### config.mk
export PLATFORM = sky130hd
export DESIGN_NAME = edgedet_multi_flat
export DESIGN_NICKNAME = d
export VERILOG_FILES = /design/src/rtl/edgedet_multi_if.sv /design/src/rtl/edgedet_multi.sv /design/src/flat_wrapper.sv
export SDC_FILE = /design/constraint.sdc
export NUM_CORES = 1
export LEC_CHECK = 0
export ABC_AREA = 1
export CAP_MARGIN = 20
export CORE_MARGIN = 2
export CORE_UTILIZATION = 55
export CTS_BUF_LIST = sky130_fd_sc_hd__clkbuf_8 sky130_fd_sc_hd__clkbuf_16
export CTS_CLUSTER_DIAMETER = 80
export DETAILED_ROUTE_END_ITERATION = 10
export PLACE_DENSITY = 0.83
export SKIP_CTS_REPAIR_TIMING = 1
export SLEW_MARGIN = 10
export SYNTH_ARGS = -nofsm -noshare
export SYNTH_HDL_FRONTEND = slang
export SYNTH_SLANG_ARGS = --single-unit
### constraint.sdc
create_clock -name in_clk -period 2.1 [get_ports in_clk]
set_clock_uncertainty 0.1 [all_clocks]
set_input_delay 0.42 -clock in_clk [delete_from_list [all_inputs] [get_ports in_clk]]
set_output_delay 0.42 -clock in_clk [all_outputs]
set_load 0.01 [all_outputs]
### src/rtl/edgedet_multi_if.sv
`default_nettype none
// ============================================================================
//  Module   : edgedet_multi_if
//  Purpose  : Bundles the per-channel inputs and outputs of edgedet_multi so
//             the detector and its user share one parameterised connection.
//  Signals  : in_signal   [N-1:0]   raw asynchronous inputs, bit i = channel i
//             in_mode     [2N-1:0]  edge select per channel, [2i+1:2i]
//                                   00 none, 01 rising, 10 falling, 11 both
//             in_clear    [N-1:0]   synchronous clear of pending flags
//             out_level   [N-1:0]   debounced level
//             out_edge    [N-1:0]   one-cycle edge pulse
//             out_pending [N-1:0]   sticky edge flags
//             out_any               OR of out_pending
//  Modports : master = user side (drives inputs), slave = detector side.
//  Revision : 1.0 - initial release
// ============================================================================
interface edgedet_multi_if #(
  parameter int NUM_CHANNELS = 4
);
  logic [NUM_CHANNELS-1:0]   in_signal;
  logic [2*NUM_CHANNELS-1:0] in_mode;
  logic [NUM_CHANNELS-1:0]   in_clear;
  logic [NUM_CHANNELS-1:0]   out_level;
  logic [NUM_CHANNELS-1:0]   out_edge;
  logic [NUM_CHANNELS-1:0]   out_pending;
  logic                      out_any;

  modport master (
    output in_signal, in_mode, in_clear,
    input  out_level, out_edge, out_pending, out_any
  );

  modport slave (
    input  in_signal, in_mode, in_clear,
    output out_level, out_edge, out_pending, out_any
  );
endinterface
`default_nettype wire

### src/rtl/edgedet_multi.sv
`default_nettype none
// ============================================================================
//  Module   : edgedet_multi
//  Purpose  : Multi-channel synchronising, debouncing edge detector. Each
//             channel passes its raw input through a flop chain, accepts a
//             new level only after it has persisted DEBOUNCE_CYCLES cycles,
//             and reports selected rising/falling edges as one-cycle pulses
//             plus sticky, software-clearable pending flags.
//  Ports    : in_clk   system clock, all state on rising edge
//             in_rstn  asynchronous active-low reset
//             bus      edgedet_multi_if.slave carrying in_signal, in_mode,
//                      in_clear, out_level, out_edge, out_pending, out_any
//  Revision : 1.0 - initial release
// ============================================================================
module edgedet_multi #(
  parameter int NUM_CHANNELS    = 4,
  parameter int SYNC_STEPS      = 2,
  parameter int DEBOUNCE_CYCLES = 16,
  parameter bit RESET_LEVEL     = 1'b0
) (
  input  wire logic         in_clk,
  input  wire logic         in_rstn,
  edgedet_multi_if.slave    bus
);

  localparam int              CNT_W    = $clog2(DEBOUNCE_CYCLES + 1);
  localparam logic [CNT_W-1:0] CNT_LAST = CNT_W'(DEBOUNCE_CYCLES - 1);

  logic [NUM_CHANNELS-1:0] level_vec;
  logic [NUM_CHANNELS-1:0] edge_vec;
  logic [NUM_CHANNELS-1:0] pend_vec;
  logic [NUM_CHANNELS-1:0] pend_next;
  logic                    any_q;

  generate
    for (genvar i = 0; i < NUM_CHANNELS; i++) begin : g_ch
      logic [SYNC_STEPS-1:0] sync_q;
      logic [CNT_W-1:0]      cnt_q;
      logic                  level_q;
      logic                  edge_q;
      logic                  pend_q;
      logic                  sync_out;
      logic                  accept;
      logic                  mode_hit;
      logic                  pend_set;

      assign sync_out = sync_q[SYNC_STEPS-1];
      // The counter only advances while the synchronised value differs from
      // the level, so reaching CNT_LAST with a difference still present means
      // DEBOUNCE_CYCLES consecutive differing samples.
      assign accept   = (sync_out != level_q) && (cnt_q == CNT_LAST);
      // The new level after acceptance is sync_out: 1 -> rising, 0 -> falling.
      assign mode_hit = sync_out ? bus.in_mode[2*i] : bus.in_mode[2*i+1];
      assign pend_set = accept & mode_hit;
      // Set has priority over a coincident clear.
      assign pend_next[i] = pend_set | (pend_q & ~bus.in_clear[i]);

      always_ff @(posedge in_clk or negedge in_rstn) begin
        if (!in_rstn) begin
          sync_q <= {SYNC_STEPS{RESET_LEVEL}};
        end else begin
          sync_q <= {sync_q[SYNC_STEPS-2:0], bus.in_signal[i]};
        end
      end

      always_ff @(posedge in_clk or negedge in_rstn) begin
        if (!in_rstn) begin
          cnt_q   <= '0;
          level_q <= RESET_LEVEL;
          edge_q  <= 1'b0;
          pend_q  <= 1'b0;
        end else begin
          edge_q <= pend_set;
          pend_q <= pend_next[i];
          if (sync_out == level_q) begin
            cnt_q <= '0;
          end else if (accept) begin
            level_q <= sync_out;
            cnt_q   <= '0;
          end else begin
            cnt_q <= cnt_q + 1'b1;
          end
        end
      end

      assign level_vec[i] = level_q;
      assign edge_vec[i]  = edge_q;
      assign pend_vec[i]  = pend_q;
    end
  endgenerate

  // Registered from the next-state pending vector so it lines up with
  // out_pending rather than lagging it by a cycle.
  always_ff @(posedge in_clk or negedge in_rstn) begin
    if (!in_rstn) begin
      any_q <= 1'b0;
    end else begin
      any_q <= |pend_next;
    end
  end

  assign bus.out_level   = level_vec;
  assign bus.out_edge    = edge_vec;
  assign bus.out_pending = pend_vec;
  assign bus.out_any     = any_q;

endmodule
`default_nettype wire

### src/flat_wrapper.sv
// flat-port wrapper written by rule: the top's interface ports become plain ports
module edgedet_multi_flat 
#(
  parameter int NUM_CHANNELS    = 4,
  parameter int SYNC_STEPS      = 2,
  parameter int DEBOUNCE_CYCLES = 16,
  parameter bit RESET_LEVEL     = 1'b0
)
  (in_clk, in_rstn, bus_in_signal, bus_in_mode, bus_in_clear, bus_out_level, bus_out_edge, bus_out_pending, bus_out_any);
  edgedet_multi_if #(.NUM_CHANNELS(NUM_CHANNELS)) bus_i ();
  input  wire logic in_clk;
  input  wire logic in_rstn;
  input wire logic [$bits(bus_i.in_signal)-1:0] bus_in_signal;
  input wire logic [$bits(bus_i.in_mode)-1:0] bus_in_mode;
  input wire logic [$bits(bus_i.in_clear)-1:0] bus_in_clear;
  output wire logic [$bits(bus_i.out_level)-1:0] bus_out_level;
  output wire logic [$bits(bus_i.out_edge)-1:0] bus_out_edge;
  output wire logic [$bits(bus_i.out_pending)-1:0] bus_out_pending;
  output wire logic [$bits(bus_i.out_any)-1:0] bus_out_any;
  assign bus_i.in_signal = bus_in_signal;
  assign bus_i.in_mode = bus_in_mode;
  assign bus_i.in_clear = bus_in_clear;
  assign bus_out_level = bus_i.out_level;
  assign bus_out_edge = bus_i.out_edge;
  assign bus_out_pending = bus_i.out_pending;
  assign bus_out_any = bus_i.out_any;
  edgedet_multi #(.NUM_CHANNELS(NUM_CHANNELS), .SYNC_STEPS(SYNC_STEPS), .DEBOUNCE_CYCLES(DEBOUNCE_CYCLES), .RESET_LEVEL(RESET_LEVEL)) u_core (.in_clk(in_clk), .in_rstn(in_rstn), .bus(bus_i));
endmodule
Word-level counts from Yosys, hierarchy flattened
Cells that the tools add are included.
Storage, ports and cells
  input port bits: 18
  word-level logic and storage cells: 78
  output and inout port bits: 13
  bits in registers: 41
Operators by class
  add/sub/neg operators: 4
  equal/unequal tests: 12
  bitwise logic cells: 20
  mux-type cells: 12
  reduce and logical (&&, ||, !) cells: 9
Operator list (count)
  $mux W5: 8
  $add A5 B1 Y5 const B: 4
  $eq A5 B4 Y1 const B: 4
  $and A1 B1 Y1: 8
  $not A1 Y1: 8
  $reduce_and A2 Y1: 4
  $eq A1 B1 Y1: 4
  $logic_and A1 B1 Y1: 4
  $mux W1: 4
  $ne A1 B1 Y1: 4
  $or A1 B1 Y1: 4
  $reduce_or A4 Y1: 1

Longest topological paths before layout
Gate-level depths: netlist of run 1.
  word-level depth: 5
  depth in mapped cells: 7
  mapped depth without buffers: 7

Worst setup path before layout of run 1
Ideal clock, no wire load.
  path type: flip-flop to flip-flop
  from: reg u_core.g_ch[0].cnt_q[0]
  to: reg u_core.any_q (netlist: u_core.bus.out_any)
  path buffers: 0
  setup slack: 0.883 ns
  data required time: 1.881 ns
  stages on the path, launching flop included: 8
  data arrival time: 0.998 ns
  setup time: 0.119 ns
  cell sequence: dfrtp_1 -> ha_1 -> nand3_2 -> nor2_2 -> nand3_1 -> nand2_2 -> nor2_1 -> nand2_1
Between the ends
  longest elaborated chain between the ends: 5
RTL lines
  start: declaration: RTL line edgedet_multi.sv:38  | logic [CNT_W-1:0] cnt_q;
  start signal: assignment: RTL line edgedet_multi.sv:81  | cnt_q <= cnt_q + 1'b1;
  $eq A5 B4 Y1: RTL line edgedet_multi.sv:51  | assign accept = (sync_out != level_q) && (cnt_q == CNT_LAST);
  $logic_and A1 B1 Y1: RTL line edgedet_multi.sv:51
  $and A1 B1 Y1: RTL line edgedet_multi.sv:54  | assign pend_set = accept & mode_hit;
  $or A1 B1 Y1: RTL line edgedet_multi.sv:56  | assign pend_next[i] = pend_set | (pend_q & ~bus.in_clear[i]);
  net u_core.pend_next[0]: RTL line edgedet_multi.sv:32  | logic [NUM_CHANNELS-1:0] pend_next;
  $reduce_or A4 Y1: RTL line edgedet_multi.sv:98  | any_q <= |pend_next;
  end signal: assignment: RTL line edgedet_multi.sv:98
  end: declaration: RTL line edgedet_multi.sv:33  | logic any_q;
The timed path passes the listed nets, and every way through them passes these cells.
A chain may end at the register's enable or synchronous reset.

Final worst setup path of run 1
  from: reg u_core.g_ch[0].level_q
  to: out bus_out_level[0]
RTL lines
  start: declaration: RTL line edgedet_multi.sv:39  | logic level_q;
  start signal: assignment: RTL line edgedet_multi.sv:78  | level_q <= sync_out;
  end: declaration: RTL line flat_wrapper.sv:16  | output wire logic [$bits(bus_i.out_level)-1:0] bus_out_level;
No word-level cell between the ends.

==> flow_summary.yaml, run 1 <==
global_routing:
  grt_use_total: 0.191
  met1_usage: 0.184
  globalRouteOverflowTotal: 0
  grt_max_degree: 42
  grt_use_met3: 0.0576
  use_met2: 0.366
  busiest_layer: "met2"
  antenna_found_initial: 0
  grt_pass1_vias: 1268
  grt_pass1_wl_mm: 5.02
die:
  core_area_um2: 3080
  start_util: 0.580
  die_w_um: 61.0
  die_y_um: 61.0
  dieArea_um2: 3720
  boundaryPins: 31
  num_rows: 20
critical_path:
  critPathKind: "reg -> out"
  crit_required_ns: 1.58
  regToRegSetupSlack_ns: 0.73
  slowest_stage: "clkdlybuf4s50_1"
  cp_num_buf_inv: 1
  max_stage_delay_ns: 0.55
  cp-start-kind: "register"
  crit_family: "buffers and inverters"
  worst-r2r-cell-count: 7
  cp-end-kind: "output pin"
  crit_path_max_fanout: 4
  reg2reg_to: "u_core.bus.out_any$_DFF_PN0_"
  crit_chain: "clkdlybuf4s50_1"
  timing.rr.start: "u_core.g_ch[0].cnt_q[0]$_DFF_PN0_"
  cp.arrival_ns: 1.23
clock_network:
  clk_path_buf_depth: 2
  h-tree-depth: 2
  cts_tree: "yes"
  root_buffer: "clkbuf_8"
  cts_sinks: 41
  path_clk_slew_ns: 0.07
  numCtsBuffers: 5
  clk_latency_ns: 0.29
hold_path:
  hold_class: "in -> async"
power:
  p_per_area_nw_per_um2: 693
  peakVddDrop_v: 0.000498
  p_total_mw: 1.49
  cellLeakagePower_nw: 1.10
layout:
  final_util: 0.700
  layout_common_cells: "41 x dfrtp_1, 39 x nand2_1, 29 x clkdlybuf4s50_1"
  syn_to_final_growth_pct: 20.7
  n_antenna_cell: 0
  layout_commonest_cell: "dfrtp_1"
  design_area_um2: 2160
  drive_gt1_frac: 0.171
  layout.nets: 231
  fill_cells: 257
place:
  hpwl_mm: 2.25
  pre_cts_ws_ns: 0.550
  gp_congestion: 0.742
  dpl_cell_area_um2: 2050
  portBuffers: 30
logic_synthesis:
  seq_area_frac_synth: 0.574
  yosys-top-cells-area: "dfrtp_1 57%, nand2_1 8.2%, buf_4 5.0%"
  postSynthCellCount: 183
  ys_seq_elements: 41
  yosysTopAreaCellShare: 0.574
  syn_area_um2: 1790
  synth_area_per_cell_um2: 9.76
  synth.largest_area_cell: "dfrtp_1"
  synth.distinct_cells: 21
  synth_warnings: 0
  syn_nets: 205
timing:
  post-route-period-util: 0.831
  slew_viol_final: 0
  finalCriticalPeriod_ns: 1.75
  hold_violations: 0
  layout_setup_ws_ns: 0.355
  rsz0062_at_grt: "no"
  slew_headroom: 0.679
  setup_viol: 0
  fmax_mhz: 573
  max_slew.worst_pin.slew_ns: 0.482
  fin_tns_setup_ns: 0
detailed_routing:
  ant_nets: 0
  dr.pass1.iters: 4
  via_per_inst: 4.71
  drc: 0
  vias: 1197
  wirelength_mm: 2.85
  drt_iter0_markers: 40
  wire_per_inst_um: 11.2
flow_run:
  cap_violations: 0
run_status:
  status: "finished clean"
-- cell type report --
cell class / instances / area (µm²) / area share
flip-flops and latches: 41 / 1030 / 0.476
multi-input cells: 104 / 573 / 0.266
repair buffers: 31 / 303 / 0.140
inverters: 26 / 97.6 / 0.0453
clock buffers: 7 / 96.3 / 0.0447
well taps: 44 / 55.1 / 0.0255
clock inverters: 1 / 5.00 / 0.00232
-- cells in the mapped netlist --
cell     count
nand2_2      7
and3_1       1
xnor2_1      4
nor2_4       2
buf_4       12
inv_2        6
a21oi_1      1
nor2_1      18
nand2_1     39
nor2_2       2
a31o_1       1
xor2_1       1
dfrtp_1     41
a31o_2       2
o21ai_1      4
nand3_2      7
nand3_1      7
ha_1         4
nand4_1      3
o21ai_0      1
inv_1       20
-- routing by layer --
metal	part of all wire	routed length, µm
met1	0.38	1090
met2	0.56	1590
met3	0.045	127
met4	0.019	53
met5	0	0
-- registers in the layout, indices dropped and copies added, names as in the netlist --
register / count
u_core.g_ch.sync_q: 8
u_core.bus.out_any: 1
u_core.g_ch.edge_q: 4
u_core.g_ch.pend_q: 4
u_core.g_ch.level_q: 4
u_core.g_ch.cnt_q: 20
-- stage by stage --
step / hold WS (ns) / std cells
5_1_grt: 0.114 / 254
4_1_cts: 0.0823 / 254
3_5_place_dp: 0.236 / 246
6_report: 0.0701 / 254
2_1_floorplan: 0.0244 / 183
3_3_place_gp: 0.232 / 246
-- cell families after synthesis --
kind of cell | count (synthesis) | share of synthesized area
buf+inv | 38 | 0.105
xor+xnor | 5 | 0.0245
flops | 41 | 0.574
simple gates | 86 | 0.237
fa+ha+maj | 4 | 0.0280
compound gates | 9 | 0.0315
-- worst max-delay path by stage --
stage | startpoint | to | slack (ns) | cells after the start
2_1_floorplan | u_core.g_ch[0].cnt_q[0]$_DFF_PN0_ | u_core.bus.out_any$_DFF_PN0_ | 0.88 | 7
3_3_place_gp | bus_in_mode[0] | u_core.bus.out_any$_DFF_PN0_ | 0.58 | 7
3_5_place_dp | bus_in_mode[1] | u_core.bus.out_any$_DFF_PN0_ | 0.55 | 7
4_1_cts | u_core.g_ch[0].level_q$_DFFE_PN0P_ | bus_out_level[0] | 0.33 | 1
5_1_grt | u_core.g_ch[0].level_q$_DFFE_PN0P_ | bus_out_level[0] | 0.29 | 1
6_report | u_core.g_ch[0].level_q$_DFFE_PN0P_ | bus_out_level[0] | 0.35 | 1
-- power by group --
group / switching, mW / internal (mW)
sequential: 0.0243 / 0.816
clock: 0.248 / 0.297
combinational: 0.0550 / 0.0545
No activity file was read; power rests on OpenSTA's default activity.
==> run 2: changes to the inputs <==
--- a/config.mk
+++ b/config.mk
@@ -8,11 +8,11 @@
 export ABC_AREA = 1
 export CAP_MARGIN = 20
 export CORE_MARGIN = 2
-export CORE_UTILIZATION = 55
+export CORE_UTILIZATION = 47
 export CTS_BUF_LIST = sky130_fd_sc_hd__clkbuf_8 sky130_fd_sc_hd__clkbuf_16
 export CTS_CLUSTER_DIAMETER = 80
 export DETAILED_ROUTE_END_ITERATION = 10
-export PLACE_DENSITY = 0.83
+export PLACE_DENSITY = 0.75
 export SKIP_CTS_REPAIR_TIMING = 1
 export SLEW_MARGIN = 10
 export SYNTH_ARGS = -nofsm -noshare
==> constraint.sdc (replaced) <==
create_clock -name in_clk -period 1.45 [get_ports in_clk]
set_clock_uncertainty 0.1 [all_clocks]
set_input_delay 0.29 -clock in_clk [delete_from_list [all_inputs] [get_ports in_clk]]
set_output_delay 0.29 -clock in_clk [all_outputs]
set_load 0.01 [all_outputs]
==> run 2 against run 1 <==
Net effect:
- critical path depth up 6
- die area is 16% higher
- combinational power up 50%
- via count down 0.42%
- wire length shrank 6.7%
- worst setup slack worse by 0.22 ns
- register-to-register slack worse by 0.59 ns
- sequential power increased by 44%
- count of clock-buffer cells in the layout decreased by 1
- worst hold slack better by 0.18 ns
==> flow_summary.yaml, run 2 (same netlist as run 1, synthesis figures left out) <==
run_status:
  status: "finished clean"
detailed_routing:
  drc: 0
  wl_met1_mm: 1.24
  routed-wl-met2_mm: 1.27
  wl_met3_um: 129
  wirelength_mm: 2.66
  vias: 1192
  top_layer: "met4"
  wire_per_inst_um: 10.2
  via_per_inst: 4.57
  drt_iter0_markers: 40
  ant_nets: 0
  dr.pass1.iters: 4
timing:
  rsz0062_at_grt: "no"
  slew_viol_final: 0
  slew_headroom: 0.751
  whs_ns: 0.247
  post-route-period-util: 0.906
  max_slew.worst_pin.slew_ns: 0.373
  hold_violations: 0
  setup_viol: 0
  finalCriticalPeriod_ns: 1.31
  fmax_mhz: 761
layout:
  fill_cells: 320
  layout_common_cells: "41 x dfrtp_1, 39 x nand2_1, 21 x inv_1"
  syn_to_final_growth_pct: 25.7
  final_cells: 261
  n_antenna_cell: 0
  layout.nets: 234
  top_register: "u_core.g_ch.cnt_q"
  drive_gt1_frac: 0.174
  layout_commonest_cell: "dfrtp_1"
  largest_reg_flops: 20
  final_util: 0.613
  largestRegisters: "u_core.g_ch.cnt_q: 20 flops, u_core.g_ch.sync_q: 8 flops"
critical_path:
  cpMostUsedCell: "nand3_2"
  max_stage_delay_ns: 0.42
  cp.arrival_ns: 1.39
  crit_required_ns: 1.53
  critPathKind: "reg -> reg"
  crit_path_max_fanout: 4
  slowest_stage: "dfrtp_1"
  cp-end-kind: "register"
  cp-start-kind: "register"
  cp_num_buf_inv: 0
  crit_chain: "ha_1, nand3_2, nor2_4, nand3_2, nand2_2, nor2_1, nand2_1"
  crit_family: "simple AND/OR/NAND/NOR gates"
clock_network:
  clk_latency_ns: 0.28
  cts_sinks: 41
  h-tree-depth: 2
  root_buffer: "clkbuf_8"
  path_clk_slew_ns: 0.07
  clk_path_buf_depth: 2
  numCtsBuffers: 5
  cts_tree: "yes"
global_routing:
  grt_pass1_wl_mm: 5.04
  antenna_found_initial: 0
  grt_pass1_vias: 1212
  globalRouteOverflowTotal: 0
  grt_max_degree: 27
  grt_use_total: 0.155
power:
  p_total_mw: 2.28
  peakVddDrop_v: 0.000711
  cellLeakagePower_nw: 1.37
  p_per_area_nw_per_um2: 1020
place:
  hpwl_mm: 2.01
  gp_congestion: 0.772
  portBuffers: 30
  dp_cells: 250
die:
  start_util: 0.488
  dieArea_um2: 4310
  die_y_um: 65.7
  die_w_um: 65.7
  num_rows: 22
  core_area_um2: 3660
  boundaryPins: 31
flow_run:
  cap_violations: 0
hold_path:
  hold_class: "reg -> reg"
==> run 2: worst paths after layout <==
check | depth (start not counted) | startpoint | slack [ns] | to
worst max-delay path | 7 | u_core.g_ch[3].cnt_q[0]$_DFF_PN0_ | 0.14 | u_core.bus.out_any$_DFF_PN0_
worst min-delay path | 0 | u_core.g_ch[3].sync_q[0]$_DFF_PN0_ | 0.25 | u_core.g_ch[3].sync_q[1]$_DFF_PN0_
worst max register to register | 7 | u_core.g_ch[3].cnt_q[0]$_DFF_PN0_ | 0.14 | u_core.bus.out_any$_DFF_PN0_
worst min register to register | 0 | u_core.g_ch[3].sync_q[0]$_DFF_PN0_ | 0.25 | u_core.g_ch[3].sync_q[1]$_DFF_PN0_
max in group asynchronous | 3 | in_rstn | 0.45 | u_core.g_ch[0].cnt_q[4]$_DFF_PN0_
min in group asynchronous | 2 | in_rstn | 0.35 | u_core.g_ch[3].sync_q[1]$_DFF_PN0_
==> run 2: area by class of cell <==
type	count	area [µm²]	area share
clock buffers	6	82.6	0.0368
well taps	48	60.1	0.0267
multi-input cells	104	573	0.255
inverters	26	97.6	0.0435
repair buffers	34	373	0.166
clock inverters	2	33.8	0.0150
flip-flops and latches	41	1030	0.457
==> run 2: where the power goes <==
group	total (mW)	switching, mW	internal [mW]
registers	1.21	0.0322	1.18
clock network	0.905	0.352	0.553
logic	0.163	0.0791	0.0837
==> run 2: through the flow <==
| stage | worst slack (ns) | setup TNS (ns) | instance area (µm²) |
|---|---|---|---|
| 3_3_place_gp | 0.101 | 0 | 2070 |
| 5_1_grt | 0.0155 | 0 | 2250 |
| 4_1_cts | -0.196 | -1.75 | 2190 |
| 2_1_floorplan | 0.233 | 0 | 1790 |
| 3_5_place_dp | 0.0822 | 0 | 2070 |
| 6_report | 0.136 | 0 | 2250 |
==> run 2: per-layer routing <==
metal	global-route usage	up-vias
li1	-	611
met1	0.195	556
met2	0.256	22
met3	0.0462	3
met4	0.0469	0
met5	0	-
==> run 3: changes to the inputs <==
--- a/config.mk
+++ b/config.mk
@@ -7,7 +7,6 @@
 export LEC_CHECK = 0
 export ABC_AREA = 1
 export CAP_MARGIN = 20
-export CORE_MARGIN = 2
 export CORE_UTILIZATION = 47
 export CTS_BUF_LIST = sky130_fd_sc_hd__clkbuf_8 sky130_fd_sc_hd__clkbuf_16
 export CTS_CLUSTER_DIAMETER = 80
==> run 3 against run 2 <==
Net effect:
- worst hold slack gained 0.0025 ns
- die area is 6.0% lower
- final cell count fell by 0.77%
- wire length increased by 2.2%
==> flow_summary.yaml, run 3 (same netlist as run 1, synthesis figures left out) <==
critical_path:
  crit_chain: "ha_1, nand3_2, nor2_2, nand3_2, nand2_1, nor2_1, nand2_1"
  max_stage_delay_ns: 0.37
  cp-start-kind: "register"
  worstSetupStartpoint: "u_core.g_ch[1].cnt_q[0]$_DFF_PN0_"
  cp.arrival_ns: 1.45
  slowest_stage: "dfrtp_1"
  cp-end-kind: "register"
  crit_required_ns: 1.59
  cp_num_buf_inv: 0
  crit_path_max_fanout: 3
  crit_family: "simple AND/OR/NAND/NOR gates"
  critPathKind: "reg -> reg"
  timing.rr.start: "u_core.g_ch[1].cnt_q[0]$_DFF_PN0_"
place:
  pre_cts_ws_ns: 0.0682
  dp_cells: 250
  hpwl_mm: 1.93
  portBuffers: 30
  gp_congestion: 0.768
power:
  p_total_mw: 2.27
  cellLeakagePower_nw: 1.36
  p_per_area_nw_per_um2: 1020
  peakVddDrop_v: 0.000741
layout:
  final_cells: 259
  fill_cells: 319
  drive_gt1_frac: 0.166
  syn_to_final_growth_pct: 24.6
  largest_reg_flops: 20
  top_register: "u_core.g_ch.cnt_q"
  layout_common_cells: "41 x dfrtp_1, 39 x nand2_1, 21 x inv_1"
  layout_commonest_cell: "dfrtp_1"
  n_antenna_cell: 0
  layout.nets: 232
  largestRegisters: "u_core.g_ch.cnt_q: 20 flops, u_core.g_ch.sync_q: 8 flops"
timing:
  hold_violations: 0
  whs_ns: 0.250
  finalCriticalPeriod_ns: 1.32
  rsz0062_at_grt: "no"
  fmax_mhz: 759
  post-route-period-util: 0.908
  slew_headroom: 0.843
  fin_tns_setup_ns: 0
  setup_viol: 0
  layout_setup_ws_ns: 0.133
  slew_viol_final: 0
  max_slew.worst_pin.slew_ns: 0.234
clock_network:
  h-tree-depth: 2
  numCtsBuffers: 5
  root_buffer: "clkbuf_8"
  cts_sinks: 41
  cts_tree: "yes"
  clk_latency_ns: 0.29
  path_clk_slew_ns: 0.08
  clk_path_buf_depth: 2
detailed_routing:
  wire_per_inst_um: 10.5
  vias: 1165
  drt_iter0_markers: 66
  via_per_inst: 4.50
  dr.pass1.iters: 4
  wirelength_mm: 2.72
  ant_nets: 0
  drc: 0
die:
  boundaryPins: 31
  num_rows: 22
  dieArea_um2: 4050
  start_util: 0.488
  die_w_um: 63.7
  core_area_um2: 3660
  die_y_um: 63.7
flow_run:
  cap_violations: 0
global_routing:
  grt_pass1_wl_mm: 4.76
  globalRouteOverflowTotal: 0
  grt_max_degree: 42
  antenna_found_initial: 0
  grt_pass1_vias: 1051
  grt_use_total: 0.159
run_status:
  status: "finished clean"
hold_path:
  hold_class: "reg -> reg"
  hold_path.startpoint: "u_core.g_ch[3].sync_q[0]$_DFF_PN0_"
==> run 3: final cells by class <==
class | instances | area [µm²] | area share
multi-input combinational | 104 | 573 | 0.257
tap | 48 | 60.1 | 0.0270
timing repair buffer | 32 | 358 | 0.161
clock buffer | 5 | 68.8 | 0.0309
inverter | 26 | 97.6 | 0.0438
clock inverter | 3 | 42.5 | 0.0191
sequential | 41 | 1030 | 0.461
==> run 3: worst register-to-register path, cell delays in order (launching register included) <==
cell,delay [ns]
dfrtp_1,0.37
ha_1,0.21
nand3_2,0.11
nor2_2,0.16
nand3_2,0.09
nand2_1,0.13
nor2_1,0.06
nand2_1,0.05
==> run 3: through the flow <==
| stage | instance area (µm²) | util |
|---|---|---|
| floorplan | 1790 | - |
| global placement | 2070 | 0.566 |
| detailed placement | 2070 | 0.566 |
| CTS | 2180 | 0.596 |
| global route | 2230 | 0.608 |
| finish | 2230 | 0.608 |
==> run 3: where the power goes <==
part,internal [mW],switching [mW],leakage (nW)
logic,0.0836,0.0799,0.752
clock network,0.509,0.384,0.0595
registers,1.18,0.0323,0.544
total,1.77,0.496,1.36
==> run 3: path summary, 6_finish.rpt <==
check	slack, ns	depth (start not counted)	end
min in group asynchronous	0.40	3	u_core.g_ch[1].sync_q[0]$_DFF_PN0_
hold / removal	0.25	0	u_core.g_ch[3].sync_q[1]$_DFF_PN0_
setup / recovery	0.13	7	u_core.bus.out_any$_DFF_PN0_
setup reg to reg	0.13	7	u_core.bus.out_any$_DFF_PN0_
max in group asynchronous	0.65	3	u_core.g_ch[0].cnt_q[3]$_DFF_PN0_
hold reg to reg	0.25	0	u_core.g_ch[3].sync_q[1]$_DFF_PN0_
==> run 3: per-layer routing <==
layer / vias to the layer above / share of wire / track usage
met1: 526 / 0.50 / 0.219
li1: 605 / - / -
met3: 7 / 0.040 / 0.0399
met4: 0 / 0.022 / 0.102
met5: - / 0 / 0
met2: 27 / 0.44 / 0.222
